`src/rtl/memory_controller_pkg.sv`:
```
// memory_controller_pkg: state codes, access-size encodings and IO window base
package memory_controller_pkg;

    typedef enum logic [1:0] {
        MC_IDLE = 2'd0,
        MC_BUSY = 2'd1,
        MC_DONE = 2'd2
    } mc_state_t;

    // Size encodings double as byte counts (1, 2, 4)
    localparam logic [2:0] SIZE_B = 3'b001;
    localparam logic [2:0] SIZE_H = 3'b010;
    localparam logic [2:0] SIZE_W = 3'b100;

    localparam logic [31:0] IO_BASE_DEFAULT = 32'h0003_0000;

endpackage

```
`src/rtl/memory_controller_if.sv`:
```
// memory_controller_if: LSB, fetch and byte-wide RAM/IO bus signals
interface memory_controller_if;

    logic        lsb_enable;
    logic [31:0] lsb_addr;
    logic [31:0] lsb_data;
    logic [2:0]  lsb_size;
    logic        lsb_is_load;
    logic        lsb_sign_ext;
    logic        mem_valid;
    logic [31:0] mem_res;
    logic        if_enable;
    logic [31:0] if_addr;
    logic        if_valid;
    logic [31:0] if_inst;
    logic [7:0]  mem_din;
    logic [7:0]  mem_dout;
    logic [31:0] mem_a;
    logic        mem_wr;
    logic        io_buffer_full;

    modport slave (
        input  lsb_enable, lsb_addr, lsb_data, lsb_size, lsb_is_load, lsb_sign_ext,
        input  if_enable, if_addr, mem_din, io_buffer_full,
        output mem_valid, mem_res, if_valid, if_inst, mem_dout, mem_a, mem_wr
    );

    modport master (
        output lsb_enable, lsb_addr, lsb_data, lsb_size, lsb_is_load, lsb_sign_ext,
        output if_enable, if_addr, mem_din, io_buffer_full,
        input  mem_valid, mem_res, if_valid, if_inst, mem_dout, mem_a, mem_wr
    );

endinterface

```
`src/rtl/memory_controller.sv`:
```
// memory_controller: arbitrates LSB/fetch requests and serialises them into byte RAM/IO transfers
module memory_controller
    import memory_controller_pkg::*;
#(
    parameter logic [31:0] IO_BASE = IO_BASE_DEFAULT
) (
    input  logic clk,
    input  logic rst,
    input  logic rdy,
    input  logic wrong_commit,
    memory_controller_if.slave bus
);

    mc_state_t   r_state, w_state;
    logic [2:0]  r_cnt, w_cnt;
    logic [2:0]  r_size, w_size;
    logic [31:0] r_data, w_data;
    logic        r_fetch, w_fetch;
    logic        r_store, w_store;
    logic        r_sext, w_sext;
    logic [31:0] r_buf, w_buf;
    logic [31:0] r_mem_res, w_mem_res;
    logic [31:0] r_if_inst, w_if_inst;
    logic [31:0] r_mem_a, w_mem_a;
    logic [7:0]  r_mem_dout, w_mem_dout;
    logic        r_wr, w_wr;
    logic [31:0] w_fill;
    logic [1:0]  w_idx, w_nidx;
    logic        w_stall;

    function automatic logic [31:0] extend_load(input logic [31:0] raw, input logic [2:0] size, input logic sext);
        return (size == SIZE_B) ? {{24{sext & raw[7]}}, raw[7:0]} :
               (size == SIZE_H) ? {{16{sext & raw[15]}}, raw[15:0]} : raw;
    endfunction

    // Read data lags the address by a cycle, so counter k receives byte k-1
    assign w_idx   = r_cnt[1:0] - 2'd1;
    assign w_nidx  = r_cnt[1:0] + 2'd1;
    assign w_stall = r_wr & (r_mem_a >= IO_BASE) & bus.io_buffer_full;

    assign bus.mem_valid = (r_state == MC_DONE) & ~r_fetch;
    assign bus.if_valid  = (r_state == MC_DONE) & r_fetch;
    assign bus.mem_res   = r_mem_res;
    assign bus.if_inst   = r_if_inst;
    assign bus.mem_a     = r_mem_a;
    assign bus.mem_dout  = r_mem_dout;
    assign bus.mem_wr    = r_wr & ~w_stall;

    // Next-state and datapath: accept in IDLE, step bytes in BUSY, pulse in DONE
    always_comb begin
        w_state    = r_state;
        w_cnt      = r_cnt;
        w_size     = r_size;
        w_data     = r_data;
        w_fetch    = r_fetch;
        w_store    = r_store;
        w_sext     = r_sext;
        w_buf      = r_buf;
        w_mem_res  = r_mem_res;
        w_if_inst  = r_if_inst;
        w_mem_a    = r_mem_a;
        w_mem_dout = r_mem_dout;
        w_wr       = r_wr;
        w_fill     = r_buf;
        w_fill[{w_idx, 3'b000} +: 8] = bus.mem_din;
        case (r_state)
            MC_IDLE: begin
                if (!wrong_commit && (bus.lsb_enable || bus.if_enable)) begin
                    w_state    = MC_BUSY;
                    w_cnt      = 3'd0;
                    w_buf      = 32'd0;
                    w_fetch    = ~bus.lsb_enable;
                    w_store    = bus.lsb_enable & ~bus.lsb_is_load;
                    w_size     = bus.lsb_enable ? bus.lsb_size : SIZE_W;
                    w_sext     = bus.lsb_sign_ext;
                    w_data     = bus.lsb_data;
                    w_mem_a    = bus.lsb_enable ? bus.lsb_addr : bus.if_addr;
                    w_mem_dout = w_store ? bus.lsb_data[7:0] : r_mem_dout;
                    w_wr       = w_store;
                end
            end
            MC_BUSY: begin
                if (r_store) begin
                    if (!w_stall) begin
                        if (r_cnt == r_size - 3'd1) begin
                            w_state   = MC_DONE;
                            w_wr      = 1'b0;
                            w_mem_res = 32'd0;
                        end else begin
                            w_cnt      = r_cnt + 3'd1;
                            w_mem_a    = r_mem_a + 32'd1;
                            w_mem_dout = r_data[{w_nidx, 3'b000} +: 8];
                        end
                    end
                end else if (wrong_commit) begin
                    w_state = MC_IDLE;
                end else begin
                    if (r_cnt != 3'd0) w_buf = w_fill;
                    if (r_cnt == r_size) begin
                        w_state = MC_DONE;
                        if (r_fetch) w_if_inst = w_fill;
                        else w_mem_res = extend_load(w_fill, r_size, r_sext);
                    end else begin
                        w_cnt   = r_cnt + 3'd1;
                        w_mem_a = r_mem_a + 32'd1;
                    end
                end
            end
            default: w_state = MC_IDLE;
        endcase
    end

    // State and output registers; rdy low freezes everything
    always_ff @(posedge clk) begin
        if (rst) begin
            r_state    <= MC_IDLE;
            r_cnt      <= 3'd0;
            r_size     <= 3'd0;
            r_data     <= 32'd0;
            r_fetch    <= 1'b0;
            r_store    <= 1'b0;
            r_sext     <= 1'b0;
            r_buf      <= 32'd0;
            r_mem_res  <= 32'd0;
            r_if_inst  <= 32'd0;
            r_mem_a    <= 32'd0;
            r_mem_dout <= 8'd0;
            r_wr       <= 1'b0;
        end else if (rdy) begin
            r_state    <= w_state;
            r_cnt      <= w_cnt;
            r_size     <= w_size;
            r_data     <= w_data;
            r_fetch    <= w_fetch;
            r_store    <= w_store;
            r_sext     <= w_sext;
            r_buf      <= w_buf;
            r_mem_res  <= w_mem_res;
            r_if_inst  <= w_if_inst;
            r_mem_a    <= w_mem_a;
            r_mem_dout <= w_mem_dout;
            r_wr       <= w_wr;
        end
    end

endmodule

```
`src/flat_wrapper.sv`:
```
// flat-port wrapper written by rule: the top's interface ports become plain ports
module memory_controller_flat import memory_controller_pkg::*;
#(
    parameter logic [31:0] IO_BASE = IO_BASE_DEFAULT
)
  (clk, rst, rdy, wrong_commit, bus_lsb_enable, bus_lsb_addr, bus_lsb_data, bus_lsb_size, bus_lsb_is_load, bus_lsb_sign_ext, bus_if_enable, bus_if_addr, bus_mem_din, bus_io_buffer_full, bus_mem_valid, bus_mem_res, bus_if_valid, bus_if_inst, bus_mem_dout, bus_mem_a, bus_mem_wr);
  memory_controller_if bus_i ();
  input  logic clk;
  input  logic rst;
  input  logic rdy;
  input  logic wrong_commit;
  input wire logic [$bits(bus_i.lsb_enable)-1:0] bus_lsb_enable;
  input wire logic [$bits(bus_i.lsb_addr)-1:0] bus_lsb_addr;
  input wire logic [$bits(bus_i.lsb_data)-1:0] bus_lsb_data;
  input wire logic [$bits(bus_i.lsb_size)-1:0] bus_lsb_size;
  input wire logic [$bits(bus_i.lsb_is_load)-1:0] bus_lsb_is_load;
  input wire logic [$bits(bus_i.lsb_sign_ext)-1:0] bus_lsb_sign_ext;
  input wire logic [$bits(bus_i.if_enable)-1:0] bus_if_enable;
  input wire logic [$bits(bus_i.if_addr)-1:0] bus_if_addr;
  input wire logic [$bits(bus_i.mem_din)-1:0] bus_mem_din;
  input wire logic [$bits(bus_i.io_buffer_full)-1:0] bus_io_buffer_full;
  output wire logic [$bits(bus_i.mem_valid)-1:0] bus_mem_valid;
  output wire logic [$bits(bus_i.mem_res)-1:0] bus_mem_res;
  output wire logic [$bits(bus_i.if_valid)-1:0] bus_if_valid;
  output wire logic [$bits(bus_i.if_inst)-1:0] bus_if_inst;
  output wire logic [$bits(bus_i.mem_dout)-1:0] bus_mem_dout;
  output wire logic [$bits(bus_i.mem_a)-1:0] bus_mem_a;
  output wire logic [$bits(bus_i.mem_wr)-1:0] bus_mem_wr;
  assign bus_i.lsb_enable = bus_lsb_enable;
  assign bus_i.lsb_addr = bus_lsb_addr;
  assign bus_i.lsb_data = bus_lsb_data;
  assign bus_i.lsb_size = bus_lsb_size;
  assign bus_i.lsb_is_load = bus_lsb_is_load;
  assign bus_i.lsb_sign_ext = bus_lsb_sign_ext;
  assign bus_i.if_enable = bus_if_enable;
  assign bus_i.if_addr = bus_if_addr;
  assign bus_i.mem_din = bus_mem_din;
  assign bus_i.io_buffer_full = bus_io_buffer_full;
  assign bus_mem_valid = bus_i.mem_valid;
  assign bus_mem_res = bus_i.mem_res;
  assign bus_if_valid = bus_i.if_valid;
  assign bus_if_inst = bus_i.if_inst;
  assign bus_mem_dout = bus_i.mem_dout;
  assign bus_mem_a = bus_i.mem_a;
  assign bus_mem_wr = bus_i.mem_wr;
  memory_controller #(.IO_BASE(IO_BASE)) u_core (.clk(clk), .rst(rst), .rdy(rdy), .wrong_commit(wrong_commit), .bus(bus_i));
endmodule
```
`config.mk`:
```
export PLATFORM = sky130hd
export DESIGN_NAME = memory_controller_flat
export DESIGN_NICKNAME = d
export VERILOG_FILES = /design/src/rtl/memory_controller_pkg.sv /design/src/rtl/memory_controller_if.sv /design/src/rtl/memory_controller.sv /design/src/flat_wrapper.sv
export SDC_FILE = /design/constraint.sdc
export NUM_CORES = 1
export LEC_CHECK = 0
export BUFFER_PORTS_ARGS = -buffer_cell sky130_fd_sc_hd__buf_2
export CORE_MARGIN = 2
export CORE_UTILIZATION = 54
export CTS_BUF_LIST = sky130_fd_sc_hd__clkbuf_16
export CTS_CLUSTER_DIAMETER = 60
export CTS_CLUSTER_SIZE = 30
export DETAILED_ROUTE_END_ITERATION = 7
export PLACE_DENSITY = 0.89
export SYNTH_ARGS = -nofsm -noshare
export SYNTH_HDL_FRONTEND = slang
export SYNTH_SLANG_ARGS = --single-unit
```
`constraint.sdc`:
```
create_clock -name clk -period 5.6 [get_ports clk]
set_input_delay 0 -clock clk [delete_from_list [all_inputs] [get_ports clk]]
set_output_delay 0 -clock clk [all_outputs]
set_load 0.005 [all_outputs]
```
==> results of run 1 <==
-- report_power, final --
group	total, mW	internal (mW)	switching (mW)
logic	0.374	0.154	0.220
clock network	1.18	0.626	0.556
registers	1.35	1.31	0.0424
-- flip-flops by register name, indices dropped and copies added, names as in the netlist --
| signal | flops |
|---|---|
| u_core.bus.if_inst | 32 |
| u_core.bus.mem_a | 32 |
| u_core.bus.mem_dout | 8 |
| u_core.bus.mem_res | 32 |
| u_core.r_buf | 32 |
| u_core.r_cnt | 3 |
| u_core.r_data | 32 |
| u_core.r_fetch | 1 |
| u_core.r_sext | 1 |
| u_core.r_size | 3 |
| u_core.r_state | 2 |
| u_core.r_store | 1 |
| u_core.r_wr | 1 |
-- logic make-up (layout without fill, tap and decap cells) --
| logic type | Yosys count | count (layout) | synth area share |
|---|---|---|---|
| flip-flops | 180 | 180 | 0.388 |
| AND/OR/NAND/NOR | 395 | 395 | 0.197 |
| multiplexers | 86 | 86 | 0.104 |
| AO/OA/AOI/OAI | 318 | 318 | 0.227 |
| other | 0 | 2 | 0 |
| buffers and inverters | 131 | 336 | 0.0620 |
| adder cells (fa/ha/maj) | 11 | 11 | 0.0148 |
| XOR/XNOR | 5 | 5 | 0.00633 |
-- cell usage in the layout, fill, tap and decap left out, types with 12 or more instances in the layout --
cell           instances
nand3_1               38
nor2_1                71
buf_2                221
inv_1                 33
nor3_1                16
o311ai_0              12
dfxtp_1              180
dlygate4sd3_1         38
o21ai_0               58
nor2b_1               12
a22o_1                15
o31ai_1               18
a31oi_1               23
a211oi_1              23
mux2i_1               72
a21oi_1              100
nand2_1              185
nand4_1               14
clkbuf_16             17
-- routing by layer --
layer | vias up | track usage
li1 | 4461 | -
met1 | 4490 | 0.391
met2 | 556 | 0.494
met3 | 98 | 0.0561
met4 | 0 | 0.132
met5 | - | 0
-- worst paths after layout --
kind,startpoint,end,slack (ps),depth (start not counted)
setup reg to reg,u_core.r_cnt[0],u_core.bus.mem_res[30],1840,7
hold / removal,bus_if_addr[8],u_core.bus.mem_a[8],20,5
hold reg to reg,u_core.r_buf[2],u_core.r_buf[2],450,2
setup / recovery,u_core.r_cnt[0],u_core.bus.mem_res[30],1840,7
-- final cells by class --
class / instances / area share
Timing Repair Buffer: 270 / 0.139
Multi-Input combinational cell: 815 / 0.455
Antenna cell: 2 / 0.000443
Inverter: 34 / 0.0113
Sequential cell: 180 / 0.319
Clock buffer: 17 / 0.0377
Tap cell: 220 / 0.0244
Clock inverter: 15 / 0.0130
-- synth_stat cells (all sizes together) (19+ instances only) --
master / n
nand2: 187
nand3: 38
buf: 35
clkbuf: 62
mux2i: 72
o31ai: 19
a21oi: 102
a31oi: 23
o21ai: 60
nor2: 72
dfxtp: 180
a211oi: 23
inv: 33
-- metrics by stage --
stage          cells  setup WS, ps
6_report        1553          1840
5_1_grt         1552          1510
4_1_cts         1551          1870
3_5_place_dp    1481          2000
3_3_place_gp    1481          2100
2_1_floorplan   1126          2870
-- worst min-delay path: cells and delay by family --
family / cells / cell delay [ps]
simple gates: 1 / 70
mux: 1 / 110
compound gates: 2 / 120
buf+inv: 1 / 90
==> metrics.md, run 1 <==
| Metric | Value |
|---|---|
| Min-Delay Path Class | `in2reg` |
| Crit. End Element | `register` |
| Maximum number of pins on one net before global-route repair | `82` |
| Clock insertion delay at the later pin of the skew report | `440 ps` |
| Area of the core | `between 15000 and 20000 sq um` |
| Unrepaired setup endpoints after global routing | `no` |
| Initial core utilization | `0.556` |
| Critical path's largest stage delay | `approximately 870 ps` |
| Post-synth EDFFs | `0` |
| M1 WL | `approximately 11000 microns` |
| Final nets | `between 1000 and 1500` |
| Sequential cell area fraction in the yosys report | `0.388` |
| Max cap viols | `0` |
| First-pass DRT Iterations | `6` |
| Area share of the largest cell type after synthesis | `0.388` |
| Sum of buffers and inverters on the critical path | `1` |
| Class of the most critical setup path | `reg2reg` |
| Multi-input gate area | `about 5000 sq um` |
| Summed area of non-filler cells in the final layout | `between 10000 and 15000 sq um` |
| Number of distinct library cells after synthesis | `77` |
| Post-synthesis net count | `between 1000 and 1500` |
| Iteration-0 DRC Markers | `1102` |
| Post-Route Setup TNS | `0 ps` |
| Worst Path Required | `between 5000 and 6000 ps` |
| Critical Path Source Type | `register` |
| Critical path arrival | `4100 ps` |
| Biggest area contributors in the synthesized netlist | `dfxtp_1 (39%), mux2i_1 (7.8%), nand2_1 (7.5%)` |
| Remaining antenna violation count after routing | `0` |
| Sum of met2 wire segment lengths after detailed routing | `roughly 13000 microns` |
| Via count of the routed design | `between 9000 and 10000` |
| Max_slew headroom | `0.162` |
| Leakage component of the power | `4.65 nW` |
| FMAX | `around 270 MHz` |
| Fraction of layout instances using a drive strength above 1 | `0.227` |
| Cell area after placement | `10300 sq um` |
| Number of pins exceeding their max-slew limit in the final report | `0` |
| Total length of routed met3 wires | `between 2000 and 2500 microns` |
| Drc violations | `0` |
| Number of placement rows | `47` |
| Status | `completed` |
| Post-Route Skew | `13.0 ps` |
| Critical Path Slowest Stage Cell | `ha_1` |
| Worst-margin pin slew | `1260 ps` |
| Final setup violating endpoints | `0` |
| Shortest period the worst path allows | `around 3800 ps` |
| Power density over cell area | `258 nW/um^2` |
| I/O pin count | `approximately 220` |
| CTS root buf | `clkbuf_16` |
| Initial antenna violation count | `2` |
| Drt via density | `approximately 6.2` |
| Maximum fanout count along the critical path | `21` |
| TritonCTS clock tree | `yes` |
| Final clock period utilization by the worst path | `0.672` |
| Full die area | `about 18000 sq um` |
| Fraction of registers with async set or reset after synthesis | `0` |
| GRT Residual Overflow | `0` |
| Count of port buffers added during placement | `~220` |
| VDD IR max | `between 0.2 and 0.3 mV` |
| Via count of the first global-routing pass | `8980` |
| Post-synth design cell area | `slightly above 9000 sq um` |
| Clock slew at reported path FFs | `70 ps` |
| Final GP Congestion | `0.896` |
| PnR Total Power | `roughly 2.9 mW` |
| Post-CTS Resized | `0` |
| Die outline width | `roughly 140 microns` |
| Area leader, netlist | `dfxtp_1` |
| Seq. cell area | `roughly 3600 sq um` |
| CTS hold repair buffers | `38` |
| Global-route usage over all layers | `0.302` |
| Layout-stage area growth over the synthesis result | `21.5%` |
| Count of H-tree levels built during CTS | `4` |
| Routed wire length per instance | `approximately 18 microns` |
| HPWL Detailed | `around 18000 microns` |
| Overall die height | `~140 microns` |
| Global-route wire length before repair | `44700 microns` |
| Share of the core filled with cells in the final layout | `0.676` |
| Hold Worst Slack | `17.1 ps` |
| Number of CTS-inserted buffers | `17` |
| Cell-by-cell trace of the critical path | `inv_1 -> ha_1 -> nand3_1 -> o211a_1 -> nor3_2 -> o21ai_0 -> mux2i_1` |
| Primary flip-flop cell chosen by synthesis mapping | `dfxtp_1` |
| Final hold violations | `0` |
| Clock tree sinks | `180` |
| Clk buf depth | `2` |
| Register bit total from synthesis | `180` |
| Number of fill cells in the layout | `around 1300` |
| Total wire length after detailed routing | `28200 microns` |
| Synth Area per Inst | `approximately 8.3 sq um` |
| Delay-heaviest family, CP | `adder cells` |
| Synthesized instance count | `1126` |
| Total setup buffers inserted after CTS | `0` |
| Highest signal layer in the routed design | `met4` |
| Synth Warn # | `0` |
Note: power is estimated with default switching activity, not from simulation.
==> run 2, diff against run 1 <==
Settings changed: ABC_AREA set to 1, CORE_UTILIZATION 54 to 50, PLACE_DENSITY 0.89 to 0.87.
Clock period 5.6 ns to 3.35 ns, I/O delays scaled along.
==> run 2 against run 1 <==
Effect of this change:
- via count up 14%
- the flow now finishes with violations (hold timing)
- cell count up 34%
- setup slack worse by 1200 ps
==> metrics.md, run 2 <==
| Metric | Value |
|---|---|
| Status | `complete, but fails checks` |
| Total wire length after detailed routing | `around 30000 microns` |
| Count of H-tree levels built during CTS | `4` |
| Summed area of non-filler cells in the final layout | `12200 sq um` |
| Number of distinct library cells after synthesis | `43` |
| Failing checks | `hold timing` |
| Final GP Congestion | `0.952` |
| Clock tree sinks | `180` |
| PnR Total Power | `between 5 and 6 mW` |
| Post-CTS Resized | `0` |
| Via count of the first global-routing pass | `10052` |
| TritonCTS clock tree | `yes` |
| Area share of the largest cell type after synthesis | `0.368` |
| Part of the power in the clock network | `0.372` |
| Final hold violations | `1` |
| Capturing point of the worst reg2reg path | `u_core.bus.mem_res[29]` |
| First-pass DRT Iterations | `8` |
| Final setup violating endpoints | `0` |
| Critical Path Source Type | `register` |
| Iteration-0 DRC Markers | `1107` |
| Min-Delay Path Class | `in2reg` |
| Clock insertion delay at the later pin of the skew report | `440 ps` |
| Hold Path Cell Cnt | `5` |
| Most common cell after layout, fill and taps aside | `nand2_1` |
| Post-synthesis net count | `between 1500 and 2000` |
| Fraction of layout instances using a drive strength above 1 | `0.162` |
| Final clock period utilization by the worst path | `0.812` |
| Sequential cell area fraction in the yosys report | `0.368` |
| Shortest period the worst path allows | `2720 ps` |
| I/O pin count | `between 200 and 250` |
| Post-Route Setup TNS | `0 ps` |
| Count leader, synth | `nand2_1` |
| Post-synth EDFFs | `0` |
| Initial core utilization | `0.507` |
| Number of placement rows | `51` |
| Count of port buffers added during placement | `222` |
| Combinational power share | `0.172` |
| Switching share of power | `0.304` |
| Maximum number of pins on one net before global-route repair | `75` |
| Biggest area contributors in the synthesized netlist | `dfxtp_1 (37%), nand2_1 (16%), nor2_1 (9.1%)` |
| Max_slew headroom | `0.391` |
| Seq. cell area | `between 3000 and 4000 sq um` |
| Hold Worst Slack | `-4.61 ps` |
| Number of fill cells in the layout | `between 1500 and 2000` |
| Synth Warn # | `0` |
| Via count of the routed design | `10995` |
| Primary flip-flop cell chosen by synthesis mapping | `dfxtp_1` |
| Total setup buffers inserted after CTS | `0` |
| Drt via density | `~5.3` |
| Commonest cells after routing, fill and taps aside | `nand2_1 (415), nor2_1 (238), buf_2 (222)` |
| Overall die height | `between 100 and 150 microns` |
| Part of the power in registers | `0.455` |
| Critical path arrival | `3090 ps` |
| Initial antenna violation count | `0` |
| Antenna diode count | `0` |
| Post-layout worst setup margin | `630 ps` |
| Hold path startpoint | `bus_lsb_addr[5]` |
| Worst-margin pin slew | `910 ps` |
| Post-synth design cell area | `approximately 10000 sq um` |
| Reg2Reg Setup Slack | `630 ps` |
| Post-Route Skew | `approximately 17 ps` |
| Design internal power | `3.53 mW` |
| Placement Setup Slack | `between 700 and 800 ps` |
| Synthesized instance count | `between 1500 and 2000` |
| Class of the most critical setup path | `reg2reg` |
| HPWL Detailed | `roughly 20000 microns` |
| FF-to-FF Start | `u_core.r_cnt[1]` |
| Power density over cell area | `417 nW/um^2` |
| Fraction of registers with async set or reset after synthesis | `0` |
| Remaining antenna violation count after routing | `0` |
| Drc violations | `0` |
| Number of pins exceeding their max-slew limit in the final report | `0` |
| CTS root buf | `clkbuf_16` |
| Power dissipated by switching net loads | `1.54 mW` |
| CTS hold repair buffers | `68` |
| GRT Residual Overflow | `0` |
| Number of CTS-inserted buffers | `17` |
| Ranking of synthesized cells by instance count | `nand2_1 (415), nor2_1 (238), dfxtp_1 (180), o21ai_0 (162), inv_1 (157)` |
| Max cap viols | `0` |
| Worst Path Required | `between 3000 and 4000 ps` |
| Synth Area per Inst | `6.27 sq um` |
| Global-route wire length before repair | `47500 microns` |
| Leakage component of the power | `5.69 nW` |
| Length in cells of the worst reg-to-reg path | `10` |
| Maximum fanout count along the critical path | `16` |
| Area leader, netlist | `dfxtp_1` |
| Unrepaired setup endpoints after global routing | `no` |
| Multi-input gate area | `about 5200 sq um` |
| VDD IR max | `roughly 0.42 mV` |
| Register bit total from synthesis | `180` |
| Full die area | `just over 20000 sq um` |
| Hold Path Sink | `u_core.bus.mem_a[5]` |
| Clk buf depth | `2` |
| Area of the core | `a little under 20000 sq um` |
| Final nets | `a little under 2000` |
| Routed wire length per instance | `14.4 microns` |
| Crit. End Element | `register` |
| Global-route usage over all layers | `0.286` |
| FMAX | `about 370 MHz` |
| Die outline width | `between 100 and 150 microns` |
| Layout-stage area growth over the synthesis result | `24.3%` |
| Cell area after placement | `around 11000 sq um` |
| Clock slew at reported path FFs | `80 ps` |
run 2: cell type report:
cell class                      count  share of cell area
Clock buffer                       17              0.0349
Inverter                          163              0.0503
Sequential cell                   180               0.296
Multi-Input combinational cell   1135               0.425
Tap cell                          265              0.0272
Clock inverter                     15              0.0103
Timing Repair Buffer              305               0.156
run 2: kinds of logic (layout without fill, tap and decap cells):
group                      Yosys count  after routing  synth area share
and+or+nand+nor                    774            774             0.322
adders and majority gates           11             11            0.0140
DFF                                180            180             0.368
buffers and inverters              247            500             0.104
xor gates and xnor gates             4              4           0.00358
AOI/OAI and AO/OA                  346            346             0.189
run 2: power by group through the flow:
stage                     clock network, mW  registers [mW]  logic, mW
after floorplan                           0            2.34      0.540
after global placement                    0            2.35      0.774
after detailed placement                  0            2.36      0.789
after CTS                              1.92            2.31      0.857
after global routing                   2.01            2.32      0.984
final                                  1.89            2.31      0.875
run 2: worst max-delay path by stage:
stage	from	end
floorplan	u_core.r_cnt[0]	u_core.bus.mem_res[21]
global placement	u_core.r_state[0]	u_core.bus.mem_res[13]
detailed placement	u_core.r_cnt[1]	u_core.bus.mem_res[29]
CTS	u_core.r_cnt[1]	u_core.bus.mem_res[29]
global route	u_core.r_state[0]	u_core.bus.mem_res[9]
finish	u_core.r_cnt[1]	u_core.bus.mem_res[29]
run 2: worst max-delay path, cell delays in order (launching register included):
cell     delay [ps]
dfxtp_1         420
inv_1           150
ha_1            520
nand2_1         150
nor2_4          220
nand2_1          80
o21ai_2          90
nand2_1         130
a21oi_2         610
a21oi_1         160
nor2_1          120
run 2: metal layers:
layer	share of wire	global-route usage	wire, microns	vias up
met3	0.090	0.0603	2680	108
met2	0.46	0.473	13700	559
met4	0.039	0.130	1180	0
met1	0.41	0.359	12400	4856
li1	-	-	-	5472
met5	0	0	0	-
run 2: stage by stage:
stage           util  hold WS [ps]  std cells
2_1_floorplan      -          78.5       1562
3_3_place_gp   0.566           275       1980
3_5_place_dp   0.566           271       1980
4_1_cts        0.630          3.29       2080
5_1_grt        0.630          16.5       2080
6_report       0.630         -4.61       2080
==> run 3, diff against run 2 <==
Settings changed: ABC_AREA 1 to 0, CORE_UTILIZATION 50 to 49, PLACE_DENSITY 0.87 to 0.86.
Clock period 3.35 ns to 2.3 ns, I/O delays scaled along.
==> run 3 against run 2 <==
Effect of this change:
- the flow now finishes without violations
- global-route usage decreased by 0.32 points
- clock power rose by 58%
- core utilization grew 0.85 points
- sequential share of layout area rose by 0.71 points
- maximum frequency rose by 23%
- power grew 44%
- first-iteration DRC count is 0.36% lower
- setup slack got worse by 550 ps
- via count fell by 11%
- flip-flop and latch count is the same
- wire length decreased by 3.3%
==> metrics.md, run 3 (synthesized netlist as in run 1, its figures left out) <==
| Metric | Value |
|---|---|
| Status | `completed` |
| Post-Route Skew | `8.13 ps` |
| Clock slew at reported path FFs | `70 ps` |
| Final GP Congestion | `about 0.9` |
| Number of fill cells in the layout | `~1500` |
| Class of the most critical setup path | `reg2reg` |
| Initial core utilization | `0.498` |
| CTS root buf | `clkbuf_16` |
| Max cap viols | `0` |
| Critical path's largest stage delay | `approximately 470 ps` |
| Die outline width | `142 microns` |
| Via count of the routed design | `approximately 10000` |
| Power density over cell area | `about 610 nW/um^2` |
| Routed wire length per instance | `around 18 microns` |
| Crit. End Element | `register` |
| Global-route usage over all layers | `0.283` |
| Number of standard cells in the final layout excluding fillers | `about 1600` |
| Unrepaired setup endpoints after global routing | `no` |
| Multi-input gate area | `about 5200 sq um` |
| Full die area | `roughly 20000 sq um` |
| Iteration-0 DRC Markers | `roughly 1100` |
| I/O pin count | `223` |
| Seq. cell area | `about 3600 sq um` |
| Maximum number of pins on one net before global-route repair | `52` |
| Overall die height | `around 140 microns` |
| Cell-by-cell trace of the critical path | `xor3_1 -> or3_4 -> a21oi_4 -> buf_4 -> a211oi_1 -> o221a_2` |
| Drc violations | `0` |
| Layout-stage area growth over the synthesis result | `28.1%` |
| Clk buf depth | `2` |
| First-pass DRT Iterations | `5` |
| FMAX | `between 400 and 500 MHz` |
| Most common cell after layout, fill and taps aside | `buf_2` |
| Global-route wire length before repair | `~46000 microns` |
| Leakage component of the power | `5.01 nW` |
| Count of H-tree levels built during CTS | `4` |
| Max_slew headroom | `0.615` |
| Post-Route Setup TNS | `0 ps` |
| Critical Path Source Type | `register` |
| VDD IR max | `around 0.59 mV` |
| TritonCTS clock tree | `yes` |
| Post-layout worst setup margin | `~80 ps` |
| Antenna diode count | `0` |
| Fraction of layout instances using a drive strength above 1 | `0.267` |
| Min-Delay Path Class | `in2reg` |
| Maximum fanout count along the critical path | `7` |
| Share of the core filled with cells in the final layout | `0.638` |
| Area of the core | `18600 sq um` |
| Total instance count after detailed placement | `1552` |
| Via count of the first global-routing pass | `~9300` |
| Final hold violations | `0` |
| Clock tree sinks | `180` |
| Total wire length after detailed routing | `about 29000 microns` |
| Hold Worst Slack | `around 14 ps` |
| Number of CTS-inserted buffers | `17` |
| Final setup violating endpoints | `0` |
| Final clock period utilization by the worst path | `0.965` |
| Critical path arrival | `~2600 ps` |
| Clock insertion delay at the later pin of the skew report | `440 ps` |
| Reg2Reg Setup Slack | `about 80 ps` |
| Commonest cells after routing, fill and taps aside | `buf_2 (221), nand2_1 (185), dfxtp_1 (178)` |
| Critical Path Slowest Stage Cell | `xor3_1` |
| Placement Setup Slack | `-88.9 ps` |
| Remaining antenna violation count after routing | `0` |
| GRT Residual Overflow | `0` |
| Number of pins exceeding their max-slew limit in the final report | `0` |
| Worst-margin pin slew | `577 ps` |
| Final nets | `roughly 1500` |
| Shortest period the worst path allows | `between 2000 and 2500 ps` |
| Worst Path Required | `~2600 ps` |
| Drt via density | `~6` |
| Initial antenna violation count | `2` |
| HPWL Detailed | `approximately 20000 microns` |
| Count of port buffers added during placement | `between 200 and 250` |
| Number of placement rows | `50` |
-- run 3: changes by cell type in the layout (fill, tap and decap cells not counted), sizes merged, moves of 21 or more --
cell         previous run  this run
nand2                 421       187
nor2                  243        72
inv                   170        42
o21ai                 166        60
mux2i                   0        72
buf                   237       293
nand3                  94        38
a21oi                 136       102
dlygate4sd3            68        38
a211oi                  1        23
a31oi                   2        23
-- run 3: cell type report --
type | instances | share of cell area
clock buffers | 17 | 0.0357
inverters | 34 | 0.0107
clock inverters | 14 | 0.0140
repair buffers | 331 | 0.173
well taps | 234 | 0.0246
multi-input cells | 815 | 0.439
flip-flops and latches | 180 | 0.303
-- run 3: per-layer routing --
| layer | share of wire | vias to the layer above | track usage |
|---|---|---|---|
| li1 | - | 4589 | - |
| met1 | 0.41 | 4550 | 0.365 |
| met2 | 0.47 | 522 | 0.458 |
| met3 | 0.090 | 102 | 0.0638 |
| met4 | 0.034 | 2 | 0.119 |
| met5 | 0.00055 | - | 0 |
-- run 3: critical path: cells and delay by family (launching register included) --
kind            cells  cell delay, ps
simple gates        1             440
compound gates      3             600
buf+inv             1             200
flops               1             410
xor+xnor            1             470
-- run 3: final timing paths --
check                         from               endpoint  cells past startpoint
hold reg to reg   u_core.r_buf[18]       u_core.r_buf[18]                      2
setup / recovery   u_core.r_cnt[2]   u_core.bus.mem_a[12]                      6
hold / removal                 rst  u_core.bus.if_inst[1]                      2
setup reg to reg   u_core.r_cnt[2]   u_core.bus.mem_a[12]                      6
-- run 3: stage by stage --
step	area [sq um]	total power, mW
floorplan	9360	3.90
global placement	10900	4.28
detailed placement	10900	4.30
CTS	11900	7.29
global route	11900	7.54
finish	11900	7.30
-- run 3: where the power goes --
group	internal, mW	switching, mW	total, mW
clock network	1.64	1.35	2.99
logic	0.449	0.601	1.05
registers	3.19	0.0718	3.27
total	5.28	2.03	7.30
-- run 3: what timing repair did --
action / CTS / global route
setup endpoints to repair: 14 / 43
pin swaps: 1 / 1
hold buffers: 38 / 0
gates resized for setup: 1 / 7
endpoints found under the hold margin: 38 / 0
setup buffers: 3 / 1
